File: src/rtl/wb_arbiter4_if.sv
// Wishbone pipelined bus bundle: dat_w flows master->slave, dat_r slave->master.
interface if_wb;
    logic        cyc;
    logic        stb;
    logic        we;
    logic [31:0] adr;
    logic [3:0]  sel;
    logic [31:0] dat_w;
    logic [31:0] dat_r;
    logic        ack;
    logic        stall;

    modport master (output cyc, stb, we, adr, sel, dat_w, input dat_r, ack, stall);
    modport slave  (input cyc, stb, we, adr, sel, dat_w, output dat_r, ack, stall);
endinterface

File: src/rtl/wb_arbiter4.sv
// Four-master round-robin Wishbone pipelined arbiter with outstanding tracking
// and a bus watchdog that drains hung transfers with a fixed data word.
module wb_arbiter4_port #(
    parameter logic [31:0] TOUT_DATA = 32'hffffffff
) (
    input  logic        routed,
    input  logic        draining,
    input  logic        bus_ack,
    input  logic        bus_stall,
    input  logic        full,
    input  logic [31:0] bus_dat,
    output logic        ack,
    output logic        stall,
    output logic [31:0] dat
);
    always_comb begin
        ack   = 1'b0;
        stall = 1'b1;
        dat   = '0;
        if (routed) begin
            ack   = bus_ack;
            stall = bus_stall | full;
            dat   = bus_dat;
        end else if (draining) begin
            ack = 1'b1;
            dat = TOUT_DATA;
        end
    end
endmodule

module wb_arbiter4 #(
    parameter int          TIMEOUT   = 256,
    parameter int          OUT_W     = 4,
    parameter logic [31:0] TOUT_DATA = 32'hffffffff
) (
    input  logic       clk_i,
    input  logic       rst_i,
    if_wb.slave        m0,
    if_wb.slave        m1,
    if_wb.slave        m2,
    if_wb.slave        m3,
    if_wb.master       sbus,
    output logic [1:0] gnt_o,
    output logic       busy_o,
    output logic       tout_o
);
    localparam int NUM_M = 4;
    localparam int WD_W  = (TIMEOUT > 0) ? $clog2(TIMEOUT + 1) : 1;

    typedef enum logic [1:0] {IDLE, BUSY, TOUT} state_t;

    typedef struct packed {
        logic        cyc;
        logic        stb;
        logic        we;
        logic [31:0] adr;
        logic [3:0]  sel;
        logic [31:0] dat;
    } wb_req_t;

    state_t                       state_q;
    logic [1:0]                   gnt_q;
    logic [1:0]                   last_q;
    logic [OUT_W-1:0]             outs_q;
    logic [WD_W-1:0]              wd_q;

    wb_req_t [NUM_M-1:0]          req;
    wb_req_t                      cur;
    logic [NUM_M-1:0]             m_cyc;
    logic [NUM_M-1:0]             m_ack;
    logic [NUM_M-1:0]             m_stall;
    logic [NUM_M-1:0][31:0]       m_dat;
    logic [NUM_M-1:0]             routed;
    logic [NUM_M-1:0]             draining;

    logic [1:0]                   winner;
    logic [1:0]                   idx;
    logic                         full;
    logic                         stb_o;
    logic                         accept;
    logic                         dec;
    logic                         wd_fire;
    logic [OUT_W-1:0]             outs_bus;

    assign req[0] = {m0.cyc, m0.stb, m0.we, m0.adr, m0.sel, m0.dat_w};
    assign req[1] = {m1.cyc, m1.stb, m1.we, m1.adr, m1.sel, m1.dat_w};
    assign req[2] = {m2.cyc, m2.stb, m2.we, m2.adr, m2.sel, m2.dat_w};
    assign req[3] = {m3.cyc, m3.stb, m3.we, m3.adr, m3.sel, m3.dat_w};

    assign m0.ack = m_ack[0];  assign m0.stall = m_stall[0];  assign m0.dat_r = m_dat[0];
    assign m1.ack = m_ack[1];  assign m1.stall = m_stall[1];  assign m1.dat_r = m_dat[1];
    assign m2.ack = m_ack[2];  assign m2.stall = m_stall[2];  assign m2.dat_r = m_dat[2];
    assign m3.ack = m_ack[3];  assign m3.stall = m_stall[3];  assign m3.dat_r = m_dat[3];

    assign cur = req[gnt_q];

    // An ack landing this cycle frees a slot, so a full pipe can still accept.
    assign full   = (outs_q == {OUT_W{1'b1}}) && !sbus.ack;
    assign stb_o  = (state_q == BUSY) && cur.cyc && cur.stb && !full;
    assign accept = stb_o && !sbus.stall;
    assign dec    = sbus.ack && (outs_q != '0);

    assign sbus.cyc   = (state_q == BUSY) && cur.cyc;
    assign sbus.stb   = stb_o;
    assign sbus.we    = cur.we;
    assign sbus.adr   = cur.adr;
    assign sbus.sel   = cur.sel;
    assign sbus.dat_w = cur.dat;

    assign wd_fire = (TIMEOUT != 0) && (state_q == BUSY) && cur.cyc &&
                     (wd_q == WD_W'(TIMEOUT));

    assign tout_o = wd_fire;
    assign busy_o = (state_q != IDLE);
    assign gnt_o  = gnt_q;

    always_comb begin
        outs_bus = outs_q;
        if (accept && !dec)
            outs_bus = outs_q + 1'b1;
        else if (dec && !accept)
            outs_bus = outs_q - 1'b1;
    end

    // Descending scan so the nearest requester after last_q wins.
    always_comb begin
        winner = last_q;
        idx    = last_q;
        for (int i = NUM_M; i >= 1; i--) begin
            idx = last_q + 2'(i);
            if (m_cyc[idx])
                winner = idx;
        end
    end

    generate
        for (genvar i = 0; i < NUM_M; i++) begin : g_port
            assign m_cyc[i]    = req[i].cyc;
            assign routed[i]   = (state_q == BUSY) && (gnt_q == 2'(i));
            assign draining[i] = (state_q == TOUT) && (gnt_q == 2'(i)) &&
                                 cur.cyc && (outs_q != '0);

            wb_arbiter4_port #(.TOUT_DATA(TOUT_DATA)) u_port (
                .routed    (routed[i]),
                .draining  (draining[i]),
                .bus_ack   (sbus.ack),
                .bus_stall (sbus.stall),
                .full      (full),
                .bus_dat   (sbus.dat_r),
                .ack       (m_ack[i]),
                .stall     (m_stall[i]),
                .dat       (m_dat[i])
            );
        end
    endgenerate

    always_ff @(posedge clk_i or negedge rst_i) begin
        if (!rst_i) begin
            state_q <= IDLE;
            gnt_q   <= '0;
            last_q  <= 2'd3;
            outs_q  <= '0;
            wd_q    <= '0;
        end else begin
            case (state_q)
                IDLE: begin
                    if (|m_cyc) begin
                        state_q <= BUSY;
                        gnt_q   <= winner;
                    end
                end
                BUSY: begin
                    if (!cur.cyc) begin
                        state_q <= IDLE;
                        last_q  <= gnt_q;
                        outs_q  <= '0;
                        wd_q    <= '0;
                    end else begin
                        outs_q <= outs_bus;
                        if (wd_fire) begin
                            state_q <= TOUT;
                            wd_q    <= '0;
                        end else if (sbus.ack || (outs_q == '0) || (TIMEOUT == 0)) begin
                            wd_q <= '0;
                        end else begin
                            wd_q <= wd_q + 1'b1;
                        end
                    end
                end
                TOUT: begin
                    if (!cur.cyc) begin
                        state_q <= IDLE;
                        last_q  <= gnt_q;
                        outs_q  <= '0;
                    end else if (outs_q != '0) begin
                        outs_q <= outs_q - 1'b1;
                    end
                end
                default: state_q <= IDLE;
            endcase
        end
    end
endmodule

File: src/flat_wrapper.sv
// flat-port wrapper written by rule: the top's interface ports become plain ports
module wb_arbiter4_flat 
#(
    parameter int          TIMEOUT   = 256,
    parameter int          OUT_W     = 4,
    parameter logic [31:0] TOUT_DATA = 32'hffffffff
)
  (clk_i, rst_i, gnt_o, busy_o, tout_o, m0_cyc, m0_stb, m0_we, m0_adr, m0_sel, m0_dat_w, m0_dat_r, m0_ack, m0_stall, m1_cyc, m1_stb, m1_we, m1_adr, m1_sel, m1_dat_w, m1_dat_r, m1_ack, m1_stall, m2_cyc, m2_stb, m2_we, m2_adr, m2_sel, m2_dat_w, m2_dat_r, m2_ack, m2_stall, m3_cyc, m3_stb, m3_we, m3_adr, m3_sel, m3_dat_w, m3_dat_r, m3_ack, m3_stall, sbus_cyc, sbus_stb, sbus_we, sbus_adr, sbus_sel, sbus_dat_w, sbus_dat_r, sbus_ack, sbus_stall);
  if_wb m0_i ();
  if_wb m1_i ();
  if_wb m2_i ();
  if_wb m3_i ();
  if_wb sbus_i ();
  input  logic clk_i;
  input  logic rst_i;
  output logic [1:0] gnt_o;
  output logic busy_o;
  output logic tout_o;
  input wire logic [$bits(m0_i.cyc)-1:0] m0_cyc;
  input wire logic [$bits(m0_i.stb)-1:0] m0_stb;
  input wire logic [$bits(m0_i.we)-1:0] m0_we;
  input wire logic [$bits(m0_i.adr)-1:0] m0_adr;
  input wire logic [$bits(m0_i.sel)-1:0] m0_sel;
  input wire logic [$bits(m0_i.dat_w)-1:0] m0_dat_w;
  output wire logic [$bits(m0_i.dat_r)-1:0] m0_dat_r;
  output wire logic [$bits(m0_i.ack)-1:0] m0_ack;
  output wire logic [$bits(m0_i.stall)-1:0] m0_stall;
  input wire logic [$bits(m1_i.cyc)-1:0] m1_cyc;
  input wire logic [$bits(m1_i.stb)-1:0] m1_stb;
  input wire logic [$bits(m1_i.we)-1:0] m1_we;
  input wire logic [$bits(m1_i.adr)-1:0] m1_adr;
  input wire logic [$bits(m1_i.sel)-1:0] m1_sel;
  input wire logic [$bits(m1_i.dat_w)-1:0] m1_dat_w;
  output wire logic [$bits(m1_i.dat_r)-1:0] m1_dat_r;
  output wire logic [$bits(m1_i.ack)-1:0] m1_ack;
  output wire logic [$bits(m1_i.stall)-1:0] m1_stall;
  input wire logic [$bits(m2_i.cyc)-1:0] m2_cyc;
  input wire logic [$bits(m2_i.stb)-1:0] m2_stb;
  input wire logic [$bits(m2_i.we)-1:0] m2_we;
  input wire logic [$bits(m2_i.adr)-1:0] m2_adr;
  input wire logic [$bits(m2_i.sel)-1:0] m2_sel;
  input wire logic [$bits(m2_i.dat_w)-1:0] m2_dat_w;
  output wire logic [$bits(m2_i.dat_r)-1:0] m2_dat_r;
  output wire logic [$bits(m2_i.ack)-1:0] m2_ack;
  output wire logic [$bits(m2_i.stall)-1:0] m2_stall;
  input wire logic [$bits(m3_i.cyc)-1:0] m3_cyc;
  input wire logic [$bits(m3_i.stb)-1:0] m3_stb;
  input wire logic [$bits(m3_i.we)-1:0] m3_we;
  input wire logic [$bits(m3_i.adr)-1:0] m3_adr;
  input wire logic [$bits(m3_i.sel)-1:0] m3_sel;
  input wire logic [$bits(m3_i.dat_w)-1:0] m3_dat_w;
  output wire logic [$bits(m3_i.dat_r)-1:0] m3_dat_r;
  output wire logic [$bits(m3_i.ack)-1:0] m3_ack;
  output wire logic [$bits(m3_i.stall)-1:0] m3_stall;
  output wire logic [$bits(sbus_i.cyc)-1:0] sbus_cyc;
  output wire logic [$bits(sbus_i.stb)-1:0] sbus_stb;
  output wire logic [$bits(sbus_i.we)-1:0] sbus_we;
  output wire logic [$bits(sbus_i.adr)-1:0] sbus_adr;
  output wire logic [$bits(sbus_i.sel)-1:0] sbus_sel;
  output wire logic [$bits(sbus_i.dat_w)-1:0] sbus_dat_w;
  input wire logic [$bits(sbus_i.dat_r)-1:0] sbus_dat_r;
  input wire logic [$bits(sbus_i.ack)-1:0] sbus_ack;
  input wire logic [$bits(sbus_i.stall)-1:0] sbus_stall;
  assign m0_i.cyc = m0_cyc;
  assign m0_i.stb = m0_stb;
  assign m0_i.we = m0_we;
  assign m0_i.adr = m0_adr;
  assign m0_i.sel = m0_sel;
  assign m0_i.dat_w = m0_dat_w;
  assign m0_dat_r = m0_i.dat_r;
  assign m0_ack = m0_i.ack;
  assign m0_stall = m0_i.stall;
  assign m1_i.cyc = m1_cyc;
  assign m1_i.stb = m1_stb;
  assign m1_i.we = m1_we;
  assign m1_i.adr = m1_adr;
  assign m1_i.sel = m1_sel;
  assign m1_i.dat_w = m1_dat_w;
  assign m1_dat_r = m1_i.dat_r;
  assign m1_ack = m1_i.ack;
  assign m1_stall = m1_i.stall;
  assign m2_i.cyc = m2_cyc;
  assign m2_i.stb = m2_stb;
  assign m2_i.we = m2_we;
  assign m2_i.adr = m2_adr;
  assign m2_i.sel = m2_sel;
  assign m2_i.dat_w = m2_dat_w;
  assign m2_dat_r = m2_i.dat_r;
  assign m2_ack = m2_i.ack;
  assign m2_stall = m2_i.stall;
  assign m3_i.cyc = m3_cyc;
  assign m3_i.stb = m3_stb;
  assign m3_i.we = m3_we;
  assign m3_i.adr = m3_adr;
  assign m3_i.sel = m3_sel;
  assign m3_i.dat_w = m3_dat_w;
  assign m3_dat_r = m3_i.dat_r;
  assign m3_ack = m3_i.ack;
  assign m3_stall = m3_i.stall;
  assign sbus_cyc = sbus_i.cyc;
  assign sbus_stb = sbus_i.stb;
  assign sbus_we = sbus_i.we;
  assign sbus_adr = sbus_i.adr;
  assign sbus_sel = sbus_i.sel;
  assign sbus_dat_w = sbus_i.dat_w;
  assign sbus_i.dat_r = sbus_dat_r;
  assign sbus_i.ack = sbus_ack;
  assign sbus_i.stall = sbus_stall;
  wb_arbiter4 #(.TIMEOUT(TIMEOUT), .OUT_W(OUT_W), .TOUT_DATA(TOUT_DATA)) u_core (.clk_i(clk_i), .rst_i(rst_i), .m0(m0_i), .m1(m1_i), .m2(m2_i), .m3(m3_i), .sbus(sbus_i), .gnt_o(gnt_o), .busy_o(busy_o), .tout_o(tout_o));
endmodule
File: config.mk
export PLATFORM = sky130hd
export DESIGN_NAME = wb_arbiter4_flat
export DESIGN_NICKNAME = d
export VERILOG_FILES = /design/src/rtl/wb_arbiter4_if.sv /design/src/rtl/wb_arbiter4.sv /design/src/flat_wrapper.sv
export SDC_FILE = /design/constraint.sdc
export NUM_CORES = 1
export LEC_CHECK = 0
export CELL_PAD_IN_SITES_DETAIL_PLACEMENT = 0
export CELL_PAD_IN_SITES_GLOBAL_PLACEMENT = 1
export CORE_AREA = 2 2 208 210
export DETAILED_ROUTE_END_ITERATION = 10
export DIE_AREA = 0 0 210 212
export PLACE_DENSITY_LB_ADDON = 0.15
export SLEW_MARGIN = 20
export SYNTH_ARGS = -nofsm -noshare
export SYNTH_HDL_FRONTEND = slang
export SYNTH_SLANG_ARGS = --single-unit
File: constraint.sdc
create_clock -name clk_i -period 3.3 [get_ports clk_i]
set_input_delay 0.66 -clock clk_i [delete_from_list [all_inputs] [get_ports clk_i]]
set_output_delay 0.66 -clock clk_i [all_outputs]
set_load 0.005 [all_outputs]
After elaboration in Yosys (flattened, before gate mapping)
Index checks and enable logic that the tools add are counted.
{"block": "classes", "n_addsub": 6, "n_lt_le_gt_ge": 4, "eq_ne": 12, "n_mux": 45, "bitwise": 2, "n_reduce_logical": 43}
{"op": "$mux 32", "count": 8}
{"op": "$bmux 71 s2", "count": 1}
{"op": "$mux 71", "count": 1}
{"op": "$mux 9", "count": 3}
{"op": "$logic_and 1x1->1", "count": 25}
{"op": "$mux 4", "count": 5}
{"op": "$mux 1", "count": 15}
{"op": "$mux 2", "count": 7}
{"op": "$lt 2x3->1 const B", "count": 4}
{"op": "$add 9x1->9 const B", "count": 1}
{"op": "$eq 9x9->1 const B", "count": 1}
{"op": "$pmux 4 s2", "count": 1}
{"op": "$bmux 1 s2", "count": 3}
{"op": "$eq 2x2->1 const B", "count": 3}
{"op": "$ne 3x3->1 const B", "count": 2}
{"op": "$pmux 2 s3", "count": 1}
{"op": "$reduce_and 3->1", "count": 2}
{"op": "$logic_not 1->1", "count": 5}
{"op": "$add 2x2->2 const B", "count": 2}
{"op": "$add 4x1->4 const B", "count": 1}
{"op": "$eq 2x1->1 const B", "count": 2}
{"op": "$eq 4x4->1 const B", "count": 1}
{"op": "$logic_not 2->1", "count": 2}
{"op": "$logic_not 4->1", "count": 1}
{"op": "13 further kinds", "count": 15}
{"block": "word_totals", "register_bits": 19, "inputBits": 320, "out_inout_bits": 211}

Depth between registers and ports, before layout
{"block": "logic_depth", "depth_word": 12, "mapped_depth": 11, "ltp_nobuf": 10}

Cells and area by module
Synthesis repeated with hierarchy kept, for this count alone.
{"block": "unflattened", "hier_cells": 403, "area_unflattened_um2": 5360.1}
{"mod": "wb_arbiter4", "n_inst": 1, "cells_each": 239, "area_each_um2": 3042.9, "seq_area_each_um2": 478.0}
{"mod": "wb_arbiter4_port", "n_inst": 4, "cells_each": 41, "area_each_um2": 579.3, "seq_area_each_um2": 0.0}

Worst setup path after synthesis
No wires, ideal clock.
{"block": "synth_path", "path_kind": "in2reg", "from": "input port m3_cyc", "to": "register u_core.outs_q[3]", "setup_ns": 0.126, "arrival_ns": 2.879, "t_required_ns": 3.174, "slack_ns": 0.294, "cell_stages": 10, "n_path_buf": 1, "cell_sequence": "mux4_2 > buf_2 > nand2_1 > nor3b_1 > nor2b_1 > ha_1 > nor2b_1 > or4_1 > a21o_1 > a311o_1"}
{"block": "synth_between", "elab_chain_cells": 10}
{"item": "from (decl)", "line_no": "flat_wrapper.sv:46", "source": "input wire logic [$bits(m3_i.cyc)-1:0] m3_cyc;"}
{"item": "$bmux 71 s2 (*)", "line_no": "wb_arbiter4.sv:95", "source": "assign cur = req[gnt_q];"}
{"item": "$mux 71 (not written as such) (*)", "line_no": "wb_arbiter4.sv:95"}
{"item": "$logic_and 1x1->1 (*) (3 in series)", "line_no": "wb_arbiter4.sv:99", "source": "assign stb_o = (state_q == BUSY) && cur.cyc && cur.stb && !full;"}
{"item": "via sbus_stb", "line_no": "flat_wrapper.sv:56", "source": "output wire logic [$bits(sbus_i.stb)-1:0] sbus_stb;"}
{"item": "$logic_and 1x1->1 (*)", "line_no": "wb_arbiter4.sv:100", "source": "assign accept = stb_o && !sbus.stall;"}
{"item": "$logic_and 1x1->1 / $logic_not 1->1 (equally long branches)", "line_no": "wb_arbiter4.sv:119, wb_arbiter4.sv:121"}
{"item": "$mux 4 / $logic_and 1x1->1 (equally long branches)", "line_no": "wb_arbiter4.sv:119, wb_arbiter4.sv:121"}
{"item": "$mux 4 / $ne 4x4->1 (equally long branches)"}
{"item": "$pmux 4 s2 / $reduce_and 3->1 (equally long branches)"}
{"item": "to (signal assigned)", "line_no": "wb_arbiter4.sv:179", "source": "outs_q <= outs_bus;"}
{"item": "to (signal assigned)", "line_no": "wb_arbiter4.sv:196", "source": "outs_q <= outs_q - 1'b1;"}
{"item": "to (decl)", "line_no": "wb_arbiter4.sv:64", "source": "logic [OUT_W-1:0] outs_q;"}
Mark *: on every way through the listed nets, which the timed path passes. The rest lies on a longest branch. The select of a mux whose other input is x is not followed.
A chain may end at the register's enable or synchronous reset.

Final worst setup path
{"block": "layout_path", "from": "input port m3_cyc", "to": "output port m3_dat_r[19]"}
{"block": "layout_between", "elab_chain_cells": 6}
{"item": "$bmux 71 s2", "line_no": "wb_arbiter4.sv:95"}
{"item": "$mux 71 (not written as such)", "line_no": "wb_arbiter4.sv:95"}
{"item": "$logic_and 1x1->1", "line_no": "wb_arbiter4.sv:140", "source": "assign draining[i] = (state_q == TOUT) && (gnt_q == 2'(i)) &&"}
{"item": "$logic_and 1x1->1", "line_no": "wb_arbiter4.sv:141", "source": "cur.cyc && (outs_q != '0);"}
{"item": "$mux 32", "line_no": "wb_arbiter4.sv:24", "source": "end else if (draining) begin"}
{"item": "$mux 32", "line_no": "wb_arbiter4.sv:20", "source": "if (routed) begin"}
{"item": "to (decl)", "line_no": "flat_wrapper.sv:52", "source": "output wire logic [$bits(m3_i.dat_r)-1:0] m3_dat_r;"}
No other way between the ends. The select of a mux whose other input is x is not followed.

==> flow_summary.ini <==
[status]
outcome = finished clean

[timing]
fmax_mhz = 310.2
finalWorstSetupSlack_ns = 0.07630
max_slew_margin_pct = 50.97
hold_violations = 0
finalMaxSlewViolations = 0
rsz0062_at_grt = no
fin_worst_skew_ns = 0.003885
hold-worst-slack_ns = 0.5439
setup_viol = 0
tightest_slew_ns = 0.7287
min_period_ns = 3.224
finalCritPeriodShare_pct = 97.69
finalSetupTns_ns = 0

[detailed_routing]
wl_per_cell_um = 23.44
vias = 5883
finalWirelength_mm = 34.80
first_iter_violations = 171
ant_nets = 0
dr.pass1.iters = 4
viasPerCell = 3.962
drc = 0

[logic_synthesis]
synth-seq-cells = 19
synthCells = 400
yosysWarnings = 0
seq_area_frac_synth_pct = 11.47
synthArstFlopShare_pct = 100.0
synth.distinct_cells = 54
netlist_area_sq_mm = 0.004166
synth_flop_cell = dfrtp_1
synth-edff-count = 0
avgSynthCellArea_sq_um = 10.42
syn_nets = 729

[grt]
grt_max_degree = 73
overflow = 0
grt_usage_pct = 14.55
grt_pass1_vias = 6254
grt_pass1_wl_mm = 47.15
antenna_found_initial = 7

[die]
core_area_sq_mm = 0.04251
dieHeight_um = 212
row_count = 76
start_util_pct = 9.802
die_width_um = 210
dieArea_sq_mm = 0.04452
ios = 531

[min_path]
min-delay-start = u_core.wd_q[8]
worstHoldPathCells = 1
holdPathEnd = u_core.wd_q[8]
hp-class = flip-flop to flip-flop

[cts]
clock-root-buffer = clkbuf_16
clk_latency_ns = 0.25
cts_max_level = 1
cts.path.max_buffers = 2
cts.sinks = 19
cts_tree = yes
numCtsBuffers = 3
path_clk_slew_ns = 0.06

[placed_design]
io_buffers = 530
postPlaceCellArea_sq_mm = 0.01038
hpwl_mm = 28.33
dp_worst_setup_slack_ns = -0.4286
gp_congestion = 0.7604

[finish]
drive_above_1_share_pct = 16.24
num-fill-cells = 4551
fin_nets = 1266
area_growth_pct = 155.8
fin_area_sq_mm = 0.01066

[worst_setup_path]
crit_start = m3_cyc
critical_path_required_ns = 2.64
r2r_start = u_core.gnt_o[0]
reg2reg_slack_ns = 0.38
start_kind = input pin
crit_type = input pin to output port
worstReg2RegEnd = u_core.outs_q[3]
crit_path_end_kind = output port
critical_path_arrival_ns = 2.56
critPathMaxFanout = 13
rr_worst_depth = 10

[pwr]
p_leak_nw = 5.608
netSwitchingFraction_pct = 40.81
p_clk_share_pct = 4.3
pwr-share-seq_pct = 6.9
ir_drop_uv = 352.4
p_sw_w = 0.002388
cellPowerDensity_mw_per_mm2 = 549.1
power_w = 0.005851
internal_power_w = 0.003464
pwr-share-comb_pct = 88.8

[job]
max_cap_viol_count = 0
Yosys cell counts (5+ instances only):
cell,number,area (sq um)
buf_2,18,90.09
nand3_1,5,25.02
a22o_1,5,43.79
nor2_1,7,26.28
ha_1,9,112.6
inv_1,11,41.29
clkbuf_1,21,78.83
nor3_1,5,25.02
dfrtp_1,17,425.4
mux4_2,71,1599
a21o_1,134,1006
buf_1,5,18.77
nand2_1,20,75.07
a21oi_1,5,25.02
sequential cells by signal (all words and copies together) (netlist names):
register	flops
u_core.outs_q	4
u_core.gnt_o	2
u_core.last_q	2
u_core.wd_q	9
u_core.state_q	2
cells in the final DEF (no fill, tap or decap), types with 3 or more instances in the layout:
cell             Yosys  routed
clkdlybuf4s50_1      0     409
a21o_1             134     134
dlygate4sd2_1        0      73
mux4_2              71      71
buf_4                1      27
dlymetal6s2s_1       0      25
nand2_1             20      20
clkdlybuf4s15_1      0      18
dfrtp_1             17      14
inv_1               11      11
ha_1                 9       9
buf_12               0       9
nand3_1              5       5
a22o_1               5       5
a21oi_1              5       5
buf_2               18       5
buf_6                0       5
nor2b_1              4       4
nor2_1               7       4
mux2_2               4       4
nor4_1               4       4
nand2b_1             4       4
clkbuf_16            0       4
diode_2              0       3
or4_1                3       3
nor2_2               1       3
o31ai_1              3       3
mux2i_1              3       3
nor3_1               5       3
o21a_1               3       3
buf_16               0       3
power groups by stage:
stage | sequential (W) | combinational, W | clock [W]
3_3_place_gp | 0.000414 | 0.00545 | 0
3_5_place_dp | 0.000411 | 0.00539 | 0
5_1_grt | 0.000421 | 0.00557 | 0.000278
6_report | 0.000402 | 0.00520 | 0.000253
4_1_cts | 0.000410 | 0.00532 | 0.000265
2_1_floorplan | 0.000354 | 0.00233 | 0
layer usage:
layer	GRT usage, %	wire [um]
met2	25.90	17570
met3	4.062	2614
met4	3.399	667
met5	0	62
met1	17.34	13880
timing repair:
action                                  4_1_cts  5_1_grt
gates cloned                                  3        1
hold buffers                                  0        0
pin swaps                                     4        0
setup buffers                                15        1
endpoints found under the setup margin      140       62
gates resized for setup                     139       31
hold endpoints to repair                      0        0
cells by family (layout without fill, tap and decap cells):
group,Yosys count,count (layout),synth area share (%)
AO/OA/AOI/OAI,167,167,30.24
XOR/XNOR,2,2,0.4205
adder cells (fa/ha/maj),9,9,2.703
buffers and inverters,57,593,5.766
flip-flops,19,19,11.47
multiplexers,78,78,40.18
other,0,3,0
AND/OR/NAND/NOR,68,68,9.219
per-stage QoR:
| step | instances | util [%] |
|---|---|---|
| 2_1_floorplan | 400 | - |
| 3_3_place_gp | 1463 | 24.42 |
| 3_5_place_dp | 1463 | 24.42 |
| 4_1_cts | 1481 | 24.86 |
| 5_1_grt | 1485 | 25.07 |
| 6_report | 1485 | 25.07 |
worst max path at each step:
stage                     slack (ns)  cells after the start               end
final                           0.08                      8      m3_dat_r[19]
after global routing         0.00007                      8      m0_dat_r[20]
after CTS                      0.003                     10      m0_dat_r[10]
after detailed placement       -0.43                      8       m2_dat_r[7]
after global placement         -0.41                      8       m2_dat_r[7]
after floorplan                 0.29                     10  u_core.outs_q[3]
layout make-up:
class	count	area, sq um	area share, %
timing repair buffer	577	5846	54.85
multi-input combinational	324	3506	32.90
tap	546	683.2	6.411
sequential	19	486.7	4.567
clock buffer	4	78.83	0.7397
inverter	12	48.80	0.4579
antenna	3	7.507	0.07045
worst max-delay path, cell delays in order:
cell and delay (ns):
dlygate4sd2_1 0.24, mux4_2 0.56, nand4_4 0.12, buf_8 0.14
nor2_4 0.06, buf_12 0.15, a21o_1 0.14, clkdlybuf4s50_1 0.48
Power figures use the tool's default switching activity.
